**src/rtl/ahb3lite_req_arbiter.sv**
```systemverilog
// NREQ-way request arbiter driving one AHB3-Lite master port with SINGLE/INCR4 word transfers.
// Define AHB_ARB_FIXED_PRIO_EN for fixed priority (lowest index wins); otherwise round-robin.
module ahb3lite_req_arbiter #(
  parameter int NREQ = 2,
  parameter int AW   = 16,
  parameter int DW   = 32
) (
  input  logic                 HCLK,
  input  logic                 HRESETn,
  input  logic [NREQ-1:0]      req,
  input  logic [NREQ*AW-1:0]   req_addr,
  input  logic [NREQ-1:0]      req_write,
  input  logic [NREQ-1:0]      req_incr4,
  input  logic [NREQ*DW-1:0]   req_wdata,
  output logic [NREQ-1:0]      gnt,
  output logic                 beat_valid,
  output logic [DW-1:0]        rdata,
  output logic                 done,
  output logic                 err,
  output logic [AW-1:0]        HADDR,
  output logic [1:0]           HTRANS,
  output logic                 HWRITE,
  output logic [2:0]           HSIZE,
  output logic [2:0]           HBURST,
  output logic [3:0]           HPROT,
  output logic [DW-1:0]        HWDATA,
  input  logic                 HREADY,
  input  logic                 HRESP,
  input  logic [DW-1:0]        HRDATA
);

  localparam int IW = (NREQ > 1) ? $clog2(NREQ) : 1;
  localparam logic [1:0] HT_IDLE   = 2'b00;
  localparam logic [1:0] HT_NONSEQ = 2'b10;
  localparam logic [1:0] HT_SEQ    = 2'b11;
  localparam logic [2:0] HB_SINGLE = 3'b000;
  localparam logic [2:0] HB_INCR4  = 3'b011;

  typedef enum logic [1:0] {S_IDLE, S_XFER, S_ERRW, S_REJECT} state_e;

  state_e          state_q, state_d;
  logic [NREQ-1:0] gnt_q, gnt_d;
  logic [IW-1:0]   win_q, win_d;
  logic [AW-1:0]   haddr_q, haddr_d;
  logic [1:0]      htrans_q, htrans_d;
  logic            hwrite_q, hwrite_d;
  logic [2:0]      hburst_q, hburst_d;
  logic [1:0]      arem_q, arem_d;   // address phases still to issue after the current one
  logic            dph_q, dph_d;     // a data phase is in progress this cycle
  logic [1:0]      dcnt_q, dcnt_d;   // data beats completed so far

  logic [IW-1:0]   pick;
  logic            pick_vld;
  logic [AW-1:0]   sel_addr;
  logic            sel_write, sel_incr4, reject, last_beat;

`ifdef AHB_ARB_FIXED_PRIO_EN
  always_comb begin
    pick     = '0;
    pick_vld = 1'b0;
    for (int i = NREQ-1; i >= 0; i--) begin
      if (req[i]) begin
        pick     = IW'(i);
        pick_vld = 1'b1;
      end
    end
  end
`else
  logic [IW-1:0] rr_q, rr_d;

  always_comb begin
    int idx;
    idx      = 0;
    pick     = '0;
    pick_vld = 1'b0;
    for (int i = 0; i < NREQ; i++) begin
      idx = int'(rr_q) + i;
      if (idx >= NREQ) idx = idx - NREQ;
      if (!pick_vld && req[idx[IW-1:0]]) begin
        pick     = idx[IW-1:0];
        pick_vld = 1'b1;
      end
    end
  end

  // Every transfer end (done, slave error, reject) passes the pointer beyond the last winner.
  always_comb begin
    rr_d = rr_q;
    if (done || err) rr_d = (win_q == IW'(NREQ-1)) ? '0 : win_q + 1'b1;
  end
`endif

  assign sel_addr  = req_addr[int'(pick)*AW +: AW];
  assign sel_write = req_write[pick];
  assign sel_incr4 = req_incr4[pick];
  // Misaligned start, or an INCR4 that would run past a 1 KB boundary.
  assign reject    = (sel_addr[1:0] != 2'b00) || (sel_incr4 && (sel_addr[9:0] > 10'h3F0));

  always_comb begin
    state_d    = state_q;
    gnt_d      = gnt_q;
    win_d      = win_q;
    haddr_d    = haddr_q;
    htrans_d   = htrans_q;
    hwrite_d   = hwrite_q;
    hburst_d   = hburst_q;
    arem_d     = arem_q;
    dph_d      = dph_q;
    dcnt_d     = dcnt_q;
    beat_valid = 1'b0;
    done       = 1'b0;
    err        = 1'b0;
    last_beat  = hburst_q[0] ? (dcnt_q == 2'd3) : 1'b1;
    case (state_q)
      S_IDLE: begin
        if (pick_vld) begin
          win_d = pick;
          if (reject) begin
            state_d = S_REJECT;
          end else begin
            state_d  = S_XFER;
            gnt_d    = NREQ'(1) << pick;
            haddr_d  = sel_addr;
            htrans_d = HT_NONSEQ;
            hwrite_d = sel_write;
            hburst_d = sel_incr4 ? HB_INCR4 : HB_SINGLE;
            arem_d   = sel_incr4 ? 2'd3 : 2'd0;
            dph_d    = 1'b0;
            dcnt_d   = 2'd0;
          end
        end
      end
      S_REJECT: begin
        err     = 1'b1;
        state_d = S_IDLE;
      end
      S_XFER: begin
        if (dph_q && HRESP) begin
          htrans_d = HT_IDLE;
          if (HREADY) begin
            err     = 1'b1;
            state_d = S_IDLE;
            gnt_d   = '0;
            dph_d   = 1'b0;
          end else begin
            state_d = S_ERRW;
          end
        end else if (HREADY) begin
          if (htrans_q[1]) begin
            dph_d = 1'b1;
            if (arem_q != 2'd0) begin
              htrans_d = HT_SEQ;
              haddr_d  = haddr_q + AW'(4);
              arem_d   = arem_q - 2'd1;
            end else begin
              htrans_d = HT_IDLE;
            end
          end else begin
            dph_d = 1'b0;
          end
          if (dph_q) begin
            beat_valid = 1'b1;
            dcnt_d     = dcnt_q + 2'd1;
            if (last_beat) begin
              done     = 1'b1;
              state_d  = S_IDLE;
              gnt_d    = '0;
              htrans_d = HT_IDLE;
              dph_d    = 1'b0;
            end
          end
        end
      end
      S_ERRW: begin
        if (HREADY) begin
          err     = HRESP;
          state_d = S_IDLE;
          gnt_d   = '0;
          dph_d   = 1'b0;
        end
      end
      default: state_d = S_IDLE;
    endcase
  end

  always_ff @(posedge HCLK or negedge HRESETn) begin
    if (!HRESETn) begin
      state_q  <= S_IDLE;
      gnt_q    <= '0;
      win_q    <= '0;
      haddr_q  <= '0;
      htrans_q <= HT_IDLE;
      hwrite_q <= 1'b0;
      hburst_q <= HB_SINGLE;
      arem_q   <= 2'd0;
      dph_q    <= 1'b0;
      dcnt_q   <= 2'd0;
`ifndef AHB_ARB_FIXED_PRIO_EN
      rr_q     <= '0;
`endif
    end else begin
      state_q  <= state_d;
      gnt_q    <= gnt_d;
      win_q    <= win_d;
      haddr_q  <= haddr_d;
      htrans_q <= htrans_d;
      hwrite_q <= hwrite_d;
      hburst_q <= hburst_d;
      arem_q   <= arem_d;
      dph_q    <= dph_d;
      dcnt_q   <= dcnt_d;
`ifndef AHB_ARB_FIXED_PRIO_EN
      rr_q     <= rr_d;
`endif
    end
  end

  assign gnt    = gnt_q;
  assign HADDR  = haddr_q;
  assign HTRANS = htrans_q;
  assign HWRITE = hwrite_q;
  assign HBURST = hburst_q;
  assign HSIZE  = 3'b010;
  assign HPROT  = 4'b0011;
  assign HWDATA = req_wdata[int'(win_q)*DW +: DW];
  assign rdata  = HRDATA;

endmodule

```
**config.mk**
```make
export PLATFORM = sky130hd
export DESIGN_NAME = ahb3lite_req_arbiter
export DESIGN_NICKNAME = d
export VERILOG_FILES = /design/src/rtl/ahb3lite_req_arbiter.sv
export SDC_FILE = /design/constraint.sdc
export NUM_CORES = 1
export LEC_CHECK = 0
export CAP_MARGIN = 20
export CORE_UTILIZATION = 33
export DETAILED_ROUTE_END_ITERATION = 8
export DONT_BUFFER_PORTS = 1
export HOLD_SLACK_MARGIN = 0.1
export PLACE_DENSITY = 0.48
export SLEW_MARGIN = 0
export SYNTH_ARGS = -nofsm -noshare
export SYNTH_HDL_FRONTEND = slang
export SYNTH_SLANG_ARGS = --single-unit
```
**constraint.sdc**
```tcl
create_clock -name HCLK -period 5.68 [get_ports HCLK]
set_input_delay 1.136 -clock HCLK [delete_from_list [all_inputs] [get_ports HCLK]]
set_output_delay 1.136 -clock HCLK [all_outputs]
set_load 0.01 [all_outputs]
```
**Word-level counts from Yosys, hierarchy flattened**

Cells that the tools add are included.

- Register bits after elaboration: 33
- Bits of input ports: 138
- Output and inout bits: 98
- Logic and storage cells: 145

- Add/subtract/negate cells: 7
- Order comparisons: 6
- Eq/ne operators: 15
- Shifts and indexed selects: 3
- Multiplexer cells: 83
- Bitwise logic cells: 1
- Reduce and logical (&&, ||, !) cells: 19

Operator list:

| kind | number |
|---|---|
| $mux 16 | 6 |
| $mux 2 | 33 |
| $shiftx 64x7->32 | 1 |
| $mux 1 | 36 |
| $pmux 16 s2 | 1 |
| $shiftx 32x6->16 | 1 |
| $add 16x3->16 const B | 1 |
| $ne 2x2->1 const B | 8 |
| $pmux 2 s2 | 3 |
| $reduce_and 6->1 | 2 |
| $gt 10x10->1 const B | 1 |
| $ne 3x3->1 const B | 3 |
| $pmux 2 s4 | 1 |
| $reduce_and 4->1 | 2 |
| $reduce_and 7->1 | 1 |
| $eq 2x2->1 const B | 3 |
| $lt 1x2->1 const B | 3 |
| $pmux 1 s3 | 2 |
| $pmux 2 s3 | 1 |
| $reduce_bool 2->1 | 3 |
| $reduce_and 5->1 | 1 |
| $logic_and 1x1->1 | 3 |
| $reduce_and 3->1 | 1 |
| $reduce_bool 3->1 | 1 |
| 14 further kinds | 16 |

**Logic depth before layout (Yosys ltp)**

Gate-level depths: netlist (run 1).

- Depth in word-level cells: 15
- Depth in mapped cells: 11
- Mapped depth without buffers: 9

**Least setup slack after synthesis (run 1)**

Ideal clock, no wire load.

- Kind: input-to-output
- From: input HREADY
- To: output done
- Arrival time: 2.079 ns
- Data required time: 4.544 ns
- Slack: 2.465 ns
- Stages: 4
- Cell sequence: inv_1 -> or4_1 -> inv_1 -> and2_1

- Cells in the longest elaborated chain, start to end: 3

RTL lines:

| item | RTL line | source |
|---|---|---|
| start: declaration | 27 | `input logic HREADY,` |
| $mux 1 | 148 | `end else if (HREADY) begin` |
| $mux 1 | 138 | `if (dph_q && HRESP) begin` |
| $mux 1 | 114 | `case (state_q)` |
| end: declaration | 18 | `output logic done,` |

No other way between the ends.

**Final worst setup path (run 1)**

- From: register state_q[1]
- To: output done

- Cells in the longest elaborated chain, start to end: 2

RTL lines:

| item | RTL line | source |
|---|---|---|
| start: declaration | 41 | `state_e state_q, state_d;` |
| start signal: assignment | 202 | `state_q <= state_d;` |
| $eq 2x1->1 | 114 |  |
| $mux 1 | 114 |  |

No other way between the ends.

==> metrics.log, run 1 <==
[metrics] floorplan row count: 33
[metrics] Most used DFF post-synth: sky130_fd_sc_hd__dfrtp_1
[metrics] DR WL/cell: 25.0 um
[metrics] Total GRT Usage: 20.6%
[metrics] number of synthesis warnings: 0
[metrics] cell seen most often among critical-path stages: sky130_fd_sc_hd__inv_1
[metrics] setup bufs post-CTS: 0
[metrics] sum of buffers and inverters on the critical path: 4
[metrics] most repeated cell in the gate-level netlist after synthesis: sky130_fd_sc_hd__buf_4
[metrics] list of most frequent post-synthesis cells: 41 x sky130_fd_sc_hd__buf_4, 36 x sky130_fd_sc_hd__mux2_2, 31 x sky130_fd_sc_hd__dfrtp_1
[metrics] Clk pwr share: 13.4%
[metrics] mean number of vias per cell: 5.83
[metrics] status: completed
[metrics] count of final hold-check violations: 0
[metrics] most area-consuming cells after synthesis: sky130_fd_sc_hd__dfrtp_1 27%, sky130_fd_sc_hd__mux2_2 14%, sky130_fd_sc_hd__buf_4 11%, sky130_fd_sc_hd__mux2i_1 6.3%, sky130_fd_sc_hd__nand2_1 3.5%
[metrics] count of pins on the block boundary: 236
[metrics] Comb power frac: 54.6%
[metrics] residual antenna-violating net count after detailed routing: 0
[metrics] CTS Hold Buffers Added: 0
[metrics] start-to-end type of the worst setup path: flop to output port
[metrics] kind of end point of the critical path: output port
[metrics] top achievable clock speed: 262 MHz
[metrics] final core utilization: 33.4%
[metrics] synthesized cell area: 2860 sq um
[metrics] via count of the first global-routing pass: 2,086
[metrics] slowest library cell on the worst path: sky130_fd_sc_hd__or4_1
[metrics] Final Critical Period: 3.81 ns
[metrics] measured slew at the worst slew-check pin: 0.906 ns
[metrics] Die Height: 95.1 um
[metrics] maximum number of buffers from clock root to sink: 2
[metrics] fraction of post-synthesis cell area in the top cell type by area: 27.1%
[metrics] number of fillers in the final layout: 872
[metrics] share of post-route cells with drive strength above 1: 18.0%
[metrics] width of the die: 95.1 um
[metrics] worst min-delay path class: flop to flop
[metrics] number of CTS-inserted buffers: 5
[metrics] cell chain of the critical path: inv_1 -> ha_1 -> buf_4 -> inv_1 -> or4_1 -> inv_1 -> and2_1
[metrics] final clock period utilization by the worst path: 67.1%
[metrics] buffer cell driving the clock tree root: sky130_fd_sc_hd__clkbuf_8
[metrics] count of vias placed by the detailed router: 2,267
[metrics] Post-synth EDFFs: 0
[metrics] net switching fraction of the power: 48.6%
[metrics] core area: 8300 sq um
[metrics] worst clock skew: 0.0114 ns
[metrics] number of DRC markers after the initial detailed-route iteration: 91
[metrics] cells after synthesis: 323
[metrics] largest fanout of any net on the critical path: 42
[metrics] length of the first detailed-routing pass in iterations: 4
[metrics] internal power: 0.772 mW
[metrics] Post-synth ARST share: 100%
[metrics] post-synthesis sequential element count: 31
[metrics] number of clock sinks: 31
[metrics] count of port buffers added during placement: 0
[metrics] area enclosed by the die boundary: 9040 sq um
[metrics] arrival time reported for the critical path endpoint: 2.67 ns
[metrics] insertion delay of the later-clocked pin in the worst-skew pair: 0.29 ns
[metrics] sequential cell area fraction in the yosys report: 27.1%
[metrics] Power per Cell Area: 543 nW/um^2
[metrics] leakage component of the power: 1.19 nW
[metrics] number of maximum-capacitance constraint violations: 0
[metrics] CP Depth: 7
[metrics] number of H-tree levels: 2
[metrics] Setup Total Neg Slack: 0 ns
[metrics] clock transition at the register clock pins on the worst setup and hold paths after CTS: 0.08 ns
[metrics] global-route wire length before repair: 13,200 um
[metrics] Max Transition Viols Final: 0
[metrics] Post-Route WL: 9730 um
[metrics] area added between synthesis and finish: -3.15%
[metrics] maximum number of pins on one net before global-route repair: 43
[metrics] final weighted congestion in routability-driven placement: 0.783
[metrics] NumNets Final: 427
[metrics] share of power burned in registers: 32.0%
[metrics] Cell variety after synth: 45
[metrics] synthesized area per cell: 8.85 sq um
[metrics] initial antenna violation count: 2
[metrics] Cells on Worst Hold Path: 1
[metrics] critical path launch point type: flop
[metrics] effective utilization at floorplan: 34.4%
[metrics] Top delay family on crit path: buffers and inverters
[metrics] final HPWL from detailed placement: 7790 um
[metrics] setup violators final: 0
[metrics] clock tree from TritonCTS: done
[metrics] Congestion Overflow GR: 0
[metrics] Slew HR: 39.6%
[metrics] number of DRC violations after detailed routing: 0
[metrics] Data required, critical path: 4.54 ns
[metrics] reported net switching power: 0.730 mW
[metrics] crit-path max cell delay: 0.54 ns
[metrics] cell taking the most area after synthesis: sky130_fd_sc_hd__dfrtp_1
[metrics] cell depth of the worst flop-to-flop path: 7
[metrics] minimum hold slack: 0.485 ns
[metrics] RSZ-0062 raised after global routing: false
[metrics] worst vdd ir: 0.124 mV
[metrics] number of resized instances in the post-cts repair step: 0
[metal layers]
metal	vias up	GRT usage [%]	wire, um
met5	-	0	0
met4	0	4.42	81
met3	8	10.8	1350
met2	131	30.7	4300
met1	1073	26.2	4000
li1	1055	-	-
[worst register-to-register path, cell delays in order, from the launching register on]
cell	delay (ns)
sky130_fd_sc_hd__dfrtp_1	0.40
sky130_fd_sc_hd__nor2b_1	0.27
sky130_fd_sc_hd__nand2b_1	0.75
sky130_fd_sc_hd__a32oi_4	0.30
sky130_fd_sc_hd__a21oi_2	0.18
sky130_fd_sc_hd__buf_4	0.37
sky130_fd_sc_hd__o32ai_1	0.16
sky130_fd_sc_hd__a211o_1	0.24
[power by group through the flow]
| stage | combinational (mW) | sequential, mW | clock (mW) |
|---|---|---|---|
| floorplan | 0.726 | 0.433 | 0 |
| global placement | 0.763 | 0.515 | 0 |
| detailed placement | 0.820 | 0.490 | 0 |
| CTS | 0.826 | 0.485 | 0.208 |
| global route | 0.910 | 0.502 | 0.218 |
| finish | 0.820 | 0.481 | 0.202 |
[registers in the layout, indices dropped and copies added (netlist names)]
| signal | count |
|---|---|
| gnt | 2 |
| state_q | 2 |
| HADDR | 16 |
| HTRANS | 2 |
| HBURST | 1 |
| arem_q | 2 |
| dcnt_q | 2 |
| win_q | 1 |
| HWRITE | 1 |
| rr_q | 1 |
| dph_q | 1 |
[cell families (layout without fill, tap and decap cells)]
kind of cell             count (synthesis)  after routing  share of synthesized area (%)
adder cells (fa/ha/maj)                  7              7                           3.06
flip-flops                              31             31                           27.1
other                                    2              9                          0.263
buffers and inverters                   70             24                           15.4
AND/OR/NAND/NOR                         93             93                           16.8
multiplexers                            54             54                           20.5
AO/OA/AOI/OAI                           66             66                           16.8
[final timing paths]
check                      startpoint   endpoint  slack [ns]
max                        state_q[1]       done        1.87
min                         arem_q[1]  arem_q[1]        0.48
max in group asynchronous     HRESETn   HADDR[7]        5.06
max reg2reg                      rr_q  HADDR[10]        2.89
min reg2reg                 arem_q[1]  arem_q[1]        0.48
min in group asynchronous     HRESETn  HTRANS[1]        0.53
[layout by cell type, fill, tap and decap left out, types with 8 or more instances in the layout]
cell,Yosys,layout
sky130_fd_sc_hd__inv_1,12,12
sky130_fd_sc_hd__nand3_1,16,16
sky130_fd_sc_hd__nor2_1,10,10
sky130_fd_sc_hd__a211o_1,10,10
sky130_fd_sc_hd__o21ai_0,16,16
sky130_fd_sc_hd__dfrtp_1,31,31
sky130_fd_sc_hd__mux2_2,36,36
sky130_fd_sc_hd__conb_1,2,8
sky130_fd_sc_hd__a21oi_1,10,9
sky130_fd_sc_hd__nand2_1,27,27
sky130_fd_sc_hd__mux2i_1,18,18
[final cells by class]
type,count,area (sq um),share of cell area (%)
multi-input cells,228,1670,60.2
flip-flops and latches,31,776,28.0
well taps,105,131,4.74
clock buffers,8,100,3.61
inverters,13,48.8,1.76
repair buffers,3,42.5,1.54
diodes,1,2.50,0.0904
[through the flow]
stage | cell area [sq um] | setup slack, ns | instances | power (mW)
2_1_floorplan | 2880 | 2.46 | 329 | 1.16
3_5_place_dp | 2670 | 2.12 | 380 | 1.31
3_3_place_gp | 2640 | 2.18 | 379 | 1.28
6_report | 2770 | 1.87 | 389 | 1.50
4_1_cts | 2770 | 1.87 | 388 | 1.52
5_1_grt | 2770 | 1.68 | 388 | 1.63
No activity file was read; power rests on OpenSTA's default activity.
==> run 2: changes to the inputs <==
==> constraint.sdc (replaced) <==
create_clock -name HCLK -period 3.6 [get_ports HCLK]
set_input_delay 0.72 -clock HCLK [delete_from_list [all_inputs] [get_ports HCLK]]
set_output_delay 0.72 -clock HCLK [all_outputs]
set_load 0.01 [all_outputs]
==> run 2 against run 1 <==
  * Sequential cell count did not move
  * Non-clock buffer count increased by 4
  * Count of clock-buffer cells in the layout unchanged
  * Global-route usage rose by 0.058 points
  * Critical endpoint unchanged
==> metrics.log, run 2 (synthesized netlist as in run 1, its figures left out) <==
[metrics] status: completed (unchanged)
[metrics] width of the die: 95.1 um (unchanged)
[metrics] start-to-end type of the worst setup path: flop to output port (unchanged)
[metrics] crit-path max cell delay: 0.45 ns (was 0.54 ns)
[metrics] number of DRC violations after detailed routing: 0 (unchanged)
[metrics] final clock period utilization by the worst path: 76.0%
[metrics] M2 GR Usage: 29.2% (was 30.7%)
[metrics] length of the first detailed-routing pass in iterations: 4 (unchanged)
[metrics] number of CTS-inserted buffers: 5 (unchanged)
[metrics] met1 usage: 28.2% (was 26.2%)
[metrics] global-route wire length before repair: 13,100 um (was 13,200 um)
[metrics] DR WL/cell: 24.8 um (was 25.0 um)
[metrics] slowest library cell on the worst path: sky130_fd_sc_hd__or4_1 (unchanged)
[metrics] CTS Hold Buffers Added: 0 (unchanged)
[metrics] count of pins on the block boundary: 236 (unchanged)
[metrics] flip-flop count of the largest register after layout: 16 (unchanged)
[metrics] effective utilization at floorplan: 34.4% (unchanged)
[metrics] final HPWL from detailed placement: 7870 um (was 7790 um)
[metrics] Die Height: 95.1 um (unchanged)
[metrics] top achievable clock speed: 365 MHz
[metrics] via count of the first global-routing pass: 2,001 (was 2,086)
[metrics] critical path launch point type: flop (unchanged)
[metrics] measured slew at the worst slew-check pin: 0.793 ns (was 0.906 ns)
[metrics] cell seen most often among critical-path stages: sky130_fd_sc_hd__inv_1 (unchanged)
[metrics] commonest non-fill, non-tap cell in the layout: sky130_fd_sc_hd__mux2_2 (unchanged)
[metrics] core area: 8300 sq um (unchanged)
[metrics] sum of buffers and inverters on the critical path: 3 (was 4)
[metrics] count of vias placed by the detailed router: 2,279 (was 2,267)
[metrics] maximum number of buffers from clock root to sink: 2 (unchanged)
[metrics] kind of end point of the critical path: output port (unchanged)
[metrics] floorplan row count: 33 (unchanged)
[metrics] number of DRC markers after the initial detailed-route iteration: 202 (was 91)
[metrics] grt met3 use: 9.89% (was 10.8%)
[metrics] count of final hold-check violations: 0 (unchanged)
[metrics] largest fanout of any net on the critical path: 4 (was 42)
[metrics] Total GRT Usage: 20.6% (about the same)
[metrics] Post-Route WL: 9750 um (was 9730 um)
[metrics] commonest cells after routing, fill and taps aside: 36 x sky130_fd_sc_hd__mux2_2, 31 x sky130_fd_sc_hd__dfrtp_1, 27 x sky130_fd_sc_hd__nand2_1, 18 x sky130_fd_sc_hd__mux2i_1 (unchanged)
[metrics] Top delay family on crit path: simple AND/OR/NAND/NOR gates (was buffers and inverters)
[metrics] number of H-tree levels: 2 (unchanged)
[metrics] Setup Total Neg Slack: 0 ns (unchanged)
[metrics] mean number of vias per cell: 5.78 (was 5.83)
[metrics] worst clock skew: 0.00358 ns (was 0.0114 ns)
[metrics] maximum number of pins on one net before global-route repair: 34 (was 43)
[metrics] number of resized instances in the post-cts repair step: 0 (unchanged)
[metrics] clock tree from TritonCTS: done (unchanged)
[metrics] Data required, critical path: 2.88 ns (was 4.54 ns)
[metrics] number of maximum-capacitance constraint violations: 0 (unchanged)
[metrics] NumNets Final: 431 (was 427)
[metrics] number of clock sinks: 31 (unchanged)
[metrics] leakage component of the power: 1.20 nW (was 1.19 nW)
[metrics] area added between synthesis and finish: -2.71% (was -3.15%)
[metrics] residual antenna-violating net count after detailed routing: 0 (unchanged)
[metrics] final weighted congestion in routability-driven placement: 0.837 (was 0.783)
[metrics] clock transition at the register clock pins on the worst setup and hold paths after CTS: 0.07 ns (was 0.08 ns)
[metrics] RSZ-0062 raised after global routing: false (unchanged)
[metrics] setup bufs post-CTS: 0 (unchanged)
[metrics] share of post-route cells with drive strength above 1: 19.2% (was 18.0%)
[metrics] area enclosed by the die boundary: 9040 sq um (unchanged)
[metrics] arrival time reported for the critical path endpoint: 2.02 ns (was 2.67 ns)
[metrics] Final Critical Period: 2.74 ns
[metrics] setup violators final: 0 (unchanged)
[metrics] Max Transition Viols Final: 0 (unchanged)
[metrics] most congested layer reported by global routing: met2 (unchanged)
[metrics] final core utilization: 33.5% (was 33.4%)
[metrics] Congestion Overflow GR: 0 (unchanged)
[metrics] Slew HR: 46.9% (was 39.6%)
[metrics] Power per Cell Area: 856 nW/um^2 (was 543 nW/um^2)
[metrics] worst min-delay path class: primary input to asynchronous set/reset pin (was flop to flop)
[metrics] cell chain of the critical path: inv_1 -> ha_1 -> inv_1 -> or4_1 -> inv_1 -> and2_1 (was inv_1 -> ha_1 -> buf_4 -> inv_1 -> or4_1 -> inv_1 -> and2_1)
[metrics] insertion delay of the later-clocked pin in the worst-skew pair: 0.28 ns (was 0.29 ns)
[metrics] count of port buffers added during placement: 0 (unchanged)
[metrics] initial antenna violation count: 2 (unchanged)
[metrics] buffer cell driving the clock tree root: sky130_fd_sc_hd__clkbuf_8 (unchanged)
[metrics] worst vdd ir: 0.205 mV (was 0.124 mV)
## run 2: cell count changes in the layout (fill, tap and decap cells not counted)
cell / previous run / this run
sky130_fd_sc_hd__buf_16: 1 / 0
sky130_fd_sc_hd__diode_2: 1 / 2
sky130_fd_sc_hd__buf_4: 2 / 7
## run 2: worst paths after layout
check	from	end	slack, ns	cells after the start
min in group HCLK	rr_q	rr_q	0.49	2
setup reg to reg	state_q[1]	HADDR[3]	0.91	10
hold / removal	HRESETn	HADDR[9]	0.12	0
hold reg to reg	rr_q	rr_q	0.49	2
setup / recovery	state_q[1]	done	0.86	6
max in group asynchronous	HRESETn	HADDR[4]	3.39	0
## run 2: report_power, final
part / switching (mW) / internal [mW]
sequential: 0.243 / 0.500
combinational: 0.775 / 0.552
clock: 0.137 / 0.175
## run 2: layout make-up
cell class,instances,area [sq um]
fill,902,5520
inverter,13,48.8
tap,105,131
multi-input combinational,228,1670
timing repair buffer,7,52.6
clock buffer,8,100
sequential,31,776
antenna,2,5.00
## run 2: per-layer routing
layer,routed length (um),share of wire (%),up-vias
met5,13,0.13,-
met4,65,0.67,2
met2,4250,44,115
li1,-,-,1065
met3,1170,12,10
met1,4260,44,1087
## run 2: metrics by stage
step | instances | cell area (sq um) | setup slack (ns) | power (mW) | hold slack, ns
after floorplan | 329 | 2880 | 1.19 | 1.83 | 0.424
after CTS | 392 | 2780 | 0.848 | 2.39 | 0.114
after detailed placement | 384 | 2680 | 0.885 | 2.07 | 0.426
after global routing | 392 | 2780 | 0.708 | 2.57 | 0.105
final | 394 | 2780 | 0.862 | 2.38 | 0.124
after global placement | 384 | 2680 | 0.956 | 2.06 | 0.425
==> run 3: changes to the inputs <==
==> constraint.sdc (replaced) <==
create_clock -name HCLK -period 2.6 [get_ports HCLK]
set_input_delay 0.52 -clock HCLK [delete_from_list [all_inputs] [get_ports HCLK]]
set_output_delay 0.52 -clock HCLK [all_outputs]
set_load 0.01 [all_outputs]
==> run 3 against run 2 <==
  * Register-to-register slack worse by 0.61 ns
  * Power up 40%
  * Final cell count up 2.0%
  * Setup slack worse by 0.74 ns
  * Largest cell class unchanged
  * Hold slack better by 0.32 ns
  * Die area unchanged
  * Cell area up 2.9%
  * Clock skew up 0.0055 ns
  * Sequential share of layout area down 0.79 points
  * First-iteration DRC count down 44%
  * Highest routed layer unchanged
  * Via count up 3.0%
  * Count of clock-buffer cells in the layout down 1
==> metrics.log, run 3 (synthesized netlist as in run 1, its figures left out) <==
[metrics] kind of end point of the critical path: output port (unchanged)
[metrics] number of placed cells counting well taps: 392 (was 384)
[metrics] reg-to-reg startpoint: state_q[0] (was state_q[1])
[metrics] measured slew at the worst slew-check pin: 0.519 ns (was 0.793 ns)
[metrics] Die Height: 95.1 um (unchanged)
[metrics] clock tree from TritonCTS: done (unchanged)
[metrics] clock transition at the register clock pins on the worst setup and hold paths after CTS: 0.07 ns (about the same)
[metrics] residual antenna-violating net count after detailed routing: 0 (unchanged)
[metrics] crit path from: state_q[1] (unchanged)
[metrics] share of post-route cells with drive strength above 1: 21.5% (was 19.2%)
[metrics] count of port buffers added during placement: 0 (unchanged)
[metrics] maximum number of pins on one net before global-route repair: 33 (was 34)
[metrics] count of final hold-check violations: 0 (unchanged)
[metrics] setup bufs post-CTS: 0 (unchanged)
[metrics] width of the die: 95.1 um (unchanged)
[metrics] Final Critical Period: 2.47 ns
[metrics] initial antenna violation count: 2 (unchanged)
[metrics] count of vias placed by the detailed router: 2,347 (was 2,279)
[metrics] final core utilization: 34.5% (was 33.5%)
[metrics] arrival time reported for the critical path endpoint: 1.95 ns (was 2.02 ns)
[metrics] Congestion Overflow GR: 0 (unchanged)
[metrics] Antenna Cells: 0 (was 2)
[metrics] top achievable clock speed: 404 MHz
[metrics] non-filler cells in the finished layout: 402 (was 394)
[metrics] area added between synthesis and finish: 0.131% (was -2.71%)
[metrics] floorplan row count: 33 (unchanged)
[metrics] number of clock sinks: 31 (unchanged)
[metrics] cell depth of the worst flop-to-flop path: 10 (unchanged)
[metrics] number of fillers in the final layout: 866 (was 902)
[metrics] status: completed (unchanged)
[metrics] area enclosed by the die boundary: 9040 sq um (unchanged)
[metrics] Slew HR: 65.1% (was 46.9%)
[metrics] commonest non-fill, non-tap cell in the layout: sky130_fd_sc_hd__mux2_2 (unchanged)
[metrics] largest fanout of any net on the critical path: 8 (was 4)
[metrics] maximum number of buffers from clock root to sink: 2 (unchanged)
[metrics] worst vdd ir: 0.358 mV (was 0.205 mV)
[metrics] Max Transition Viols Final: 0 (unchanged)
[metrics] r2r setup slk: 0.30 ns (was 0.91 ns)
[metrics] buffer cell driving the clock tree root: sky130_fd_sc_hd__clkbuf_8 (unchanged)
[metrics] final weighted congestion in routability-driven placement: 0.834 (was 0.837)
[metrics] commonest cells after routing, fill and taps aside: 36 x sky130_fd_sc_hd__mux2_2, 31 x sky130_fd_sc_hd__dfrtp_1, 27 x sky130_fd_sc_hd__nand2_1, 18 x sky130_fd_sc_hd__mux2i_1 (unchanged)
[metrics] pre-CTS setup slack: 0.150 ns (was 0.885 ns)
[metrics] worst setup margin: 0.125 ns (was 0.862 ns)
[metrics] Post-Route WL: 9810 um (was 9750 um)
[metrics] number of DRC violations after detailed routing: 0 (unchanged)
[metrics] count of pins on the block boundary: 236 (unchanged)
[metrics] sequential standard cell area: 776 sq um (unchanged)
[metrics] worst clock skew: 0.00905 ns (was 0.00358 ns)
[metrics] final HPWL from detailed placement: 7980 um (was 7870 um)
[metrics] NumNets Final: 441 (was 431)
[metrics] effective utilization at floorplan: 34.4% (unchanged)
[metrics] total power draw: 3.34 mW (was 2.38 mW)
[metrics] global-route wire length before repair: 13,600 um (was 13,100 um)
[metrics] via count of the first global-routing pass: 2,167 (was 2,001)
[metrics] Setup Total Neg Slack: 0 ns (unchanged)
[metrics] minimum hold slack: 0.445 ns (was 0.124 ns)
[metrics] number of DRC markers after the initial detailed-route iteration: 114 (was 202)
[metrics] core area: 8300 sq um (unchanged)
[metrics] length of the first detailed-routing pass in iterations: 4 (unchanged)
[metrics] critical path launch point type: flop (unchanged)
[metrics] post-route cell area: 2860 sq um (was 2780 sq um)
[metrics] insertion delay of the later-clocked pin in the worst-skew pair: 0.28 ns (about the same)
[metrics] area taken by multi-input logic gates: 1670 sq um (about the same)
[metrics] mean number of vias per cell: 5.84 (was 5.78)
[metrics] end point of the critical path: done (unchanged)
[metrics] start-to-end type of the worst setup path: flop to output port (unchanged)
[metrics] Data required, critical path: 2.08 ns (was 2.88 ns)
[metrics] DR WL/cell: 24.4 um (was 24.8 um)
[metrics] worst reg2reg path endpoint: HADDR[4] (was HADDR[3])
[metrics] flip-flop count of the largest register after layout: 16 (unchanged)
[metrics] setup violators final: 0 (unchanged)
[metrics] final clock period utilization by the worst path: 95.2%
[metrics] Power per Cell Area: 1170 nW/um^2 (was 856 nW/um^2)
[metrics] number of CTS-inserted buffers: 5 (unchanged)
[metrics] leakage component of the power: 1.25 nW (was 1.20 nW)
[metrics] number of maximum-capacitance constraint violations: 0 (unchanged)
[metrics] Total GRT Usage: 21.1% (was 20.6%)
[metrics] number of H-tree levels: 2 (unchanged)
[metrics] worst min-delay path class: primary input to flop (was primary input to asynchronous set/reset pin)
[metrics] cell area after placement: 2750 sq um (was 2680 sq um)
[metrics] RSZ-0062 raised after global routing: false (unchanged)
-- run 3: changes by cell type in the layout (fill, tap and decap cells not counted), sizes merged --
| cell | previous run | this run |
|---|---|---|
| clkbuf | 8 | 7 |
| diode | 2 | 0 |
| dlygate4sd3 | 0 | 1 |
| buf | 7 | 16 |
| clkinv | 0 | 1 |
-- run 3: final cells by class --
| class | instances | share of cell area, % |
|---|---|---|
| well taps | 105 | 4.59 |
| inverters | 13 | 1.70 |
| multi-input cells | 228 | 58.3 |
| clock inverters | 1 | 0.175 |
| repair buffers | 17 | 5.42 |
| clock buffers | 7 | 2.67 |
| flip-flops and latches | 31 | 27.1 |
-- run 3: report_power, final --
| group | total [mW] | internal [mW] | switching (mW) | leakage (nW) |
|---|---|---|---|---|
| registers | 1.03 | 0.691 | 0.339 | 0.378 |
| logic | 1.94 | 0.848 | 1.09 | 0.826 |
| clock network | 0.369 | 0.188 | 0.181 | 0.0422 |
-- run 3: what timing repair did --
item,CTS,global route
hold endpoints to repair,31,0
hold buffers,2,0
endpoints found under the setup margin,0,2
gates resized for setup,0,1
-- run 3: routing by layer --
layer	global-route usage (%)	vias to the layer above	wire length (um)
met1	29.4	1131	4220
met2	29.8	124	4250
li1	-	1081	-
met5	0	-	9
met4	4.42	2	70
met3	9.49	9	1260
-- run 3: worst min-delay path by stage --
stage	startpoint	to	slack (ns)	cells after the start
2_1_floorplan	HRESETn	HADDR[0]	0.22	0
3_3_place_gp	HRESETn	HADDR[15]	0.23	0
3_5_place_dp	HRESETn	HADDR[15]	0.23	0
4_1_cts	req_write[1]	HWRITE	0.44	2
5_1_grt	req_write[1]	HWRITE	0.47	2
6_report	req_write[1]	HWRITE	0.44	2
-- run 3: critical path, stage by stage, from the launching register on --
cell and delay [ns]:
sky130_fd_sc_hd__dfrtp_1 0.40, sky130_fd_sc_hd__inv_1 0.10, sky130_fd_sc_hd__ha_2 0.27, sky130_fd_sc_hd__inv_1 0.12, sky130_fd_sc_hd__or4_1 0.47, sky130_fd_sc_hd__inv_1 0.10, sky130_fd_sc_hd__and2_1 0.21
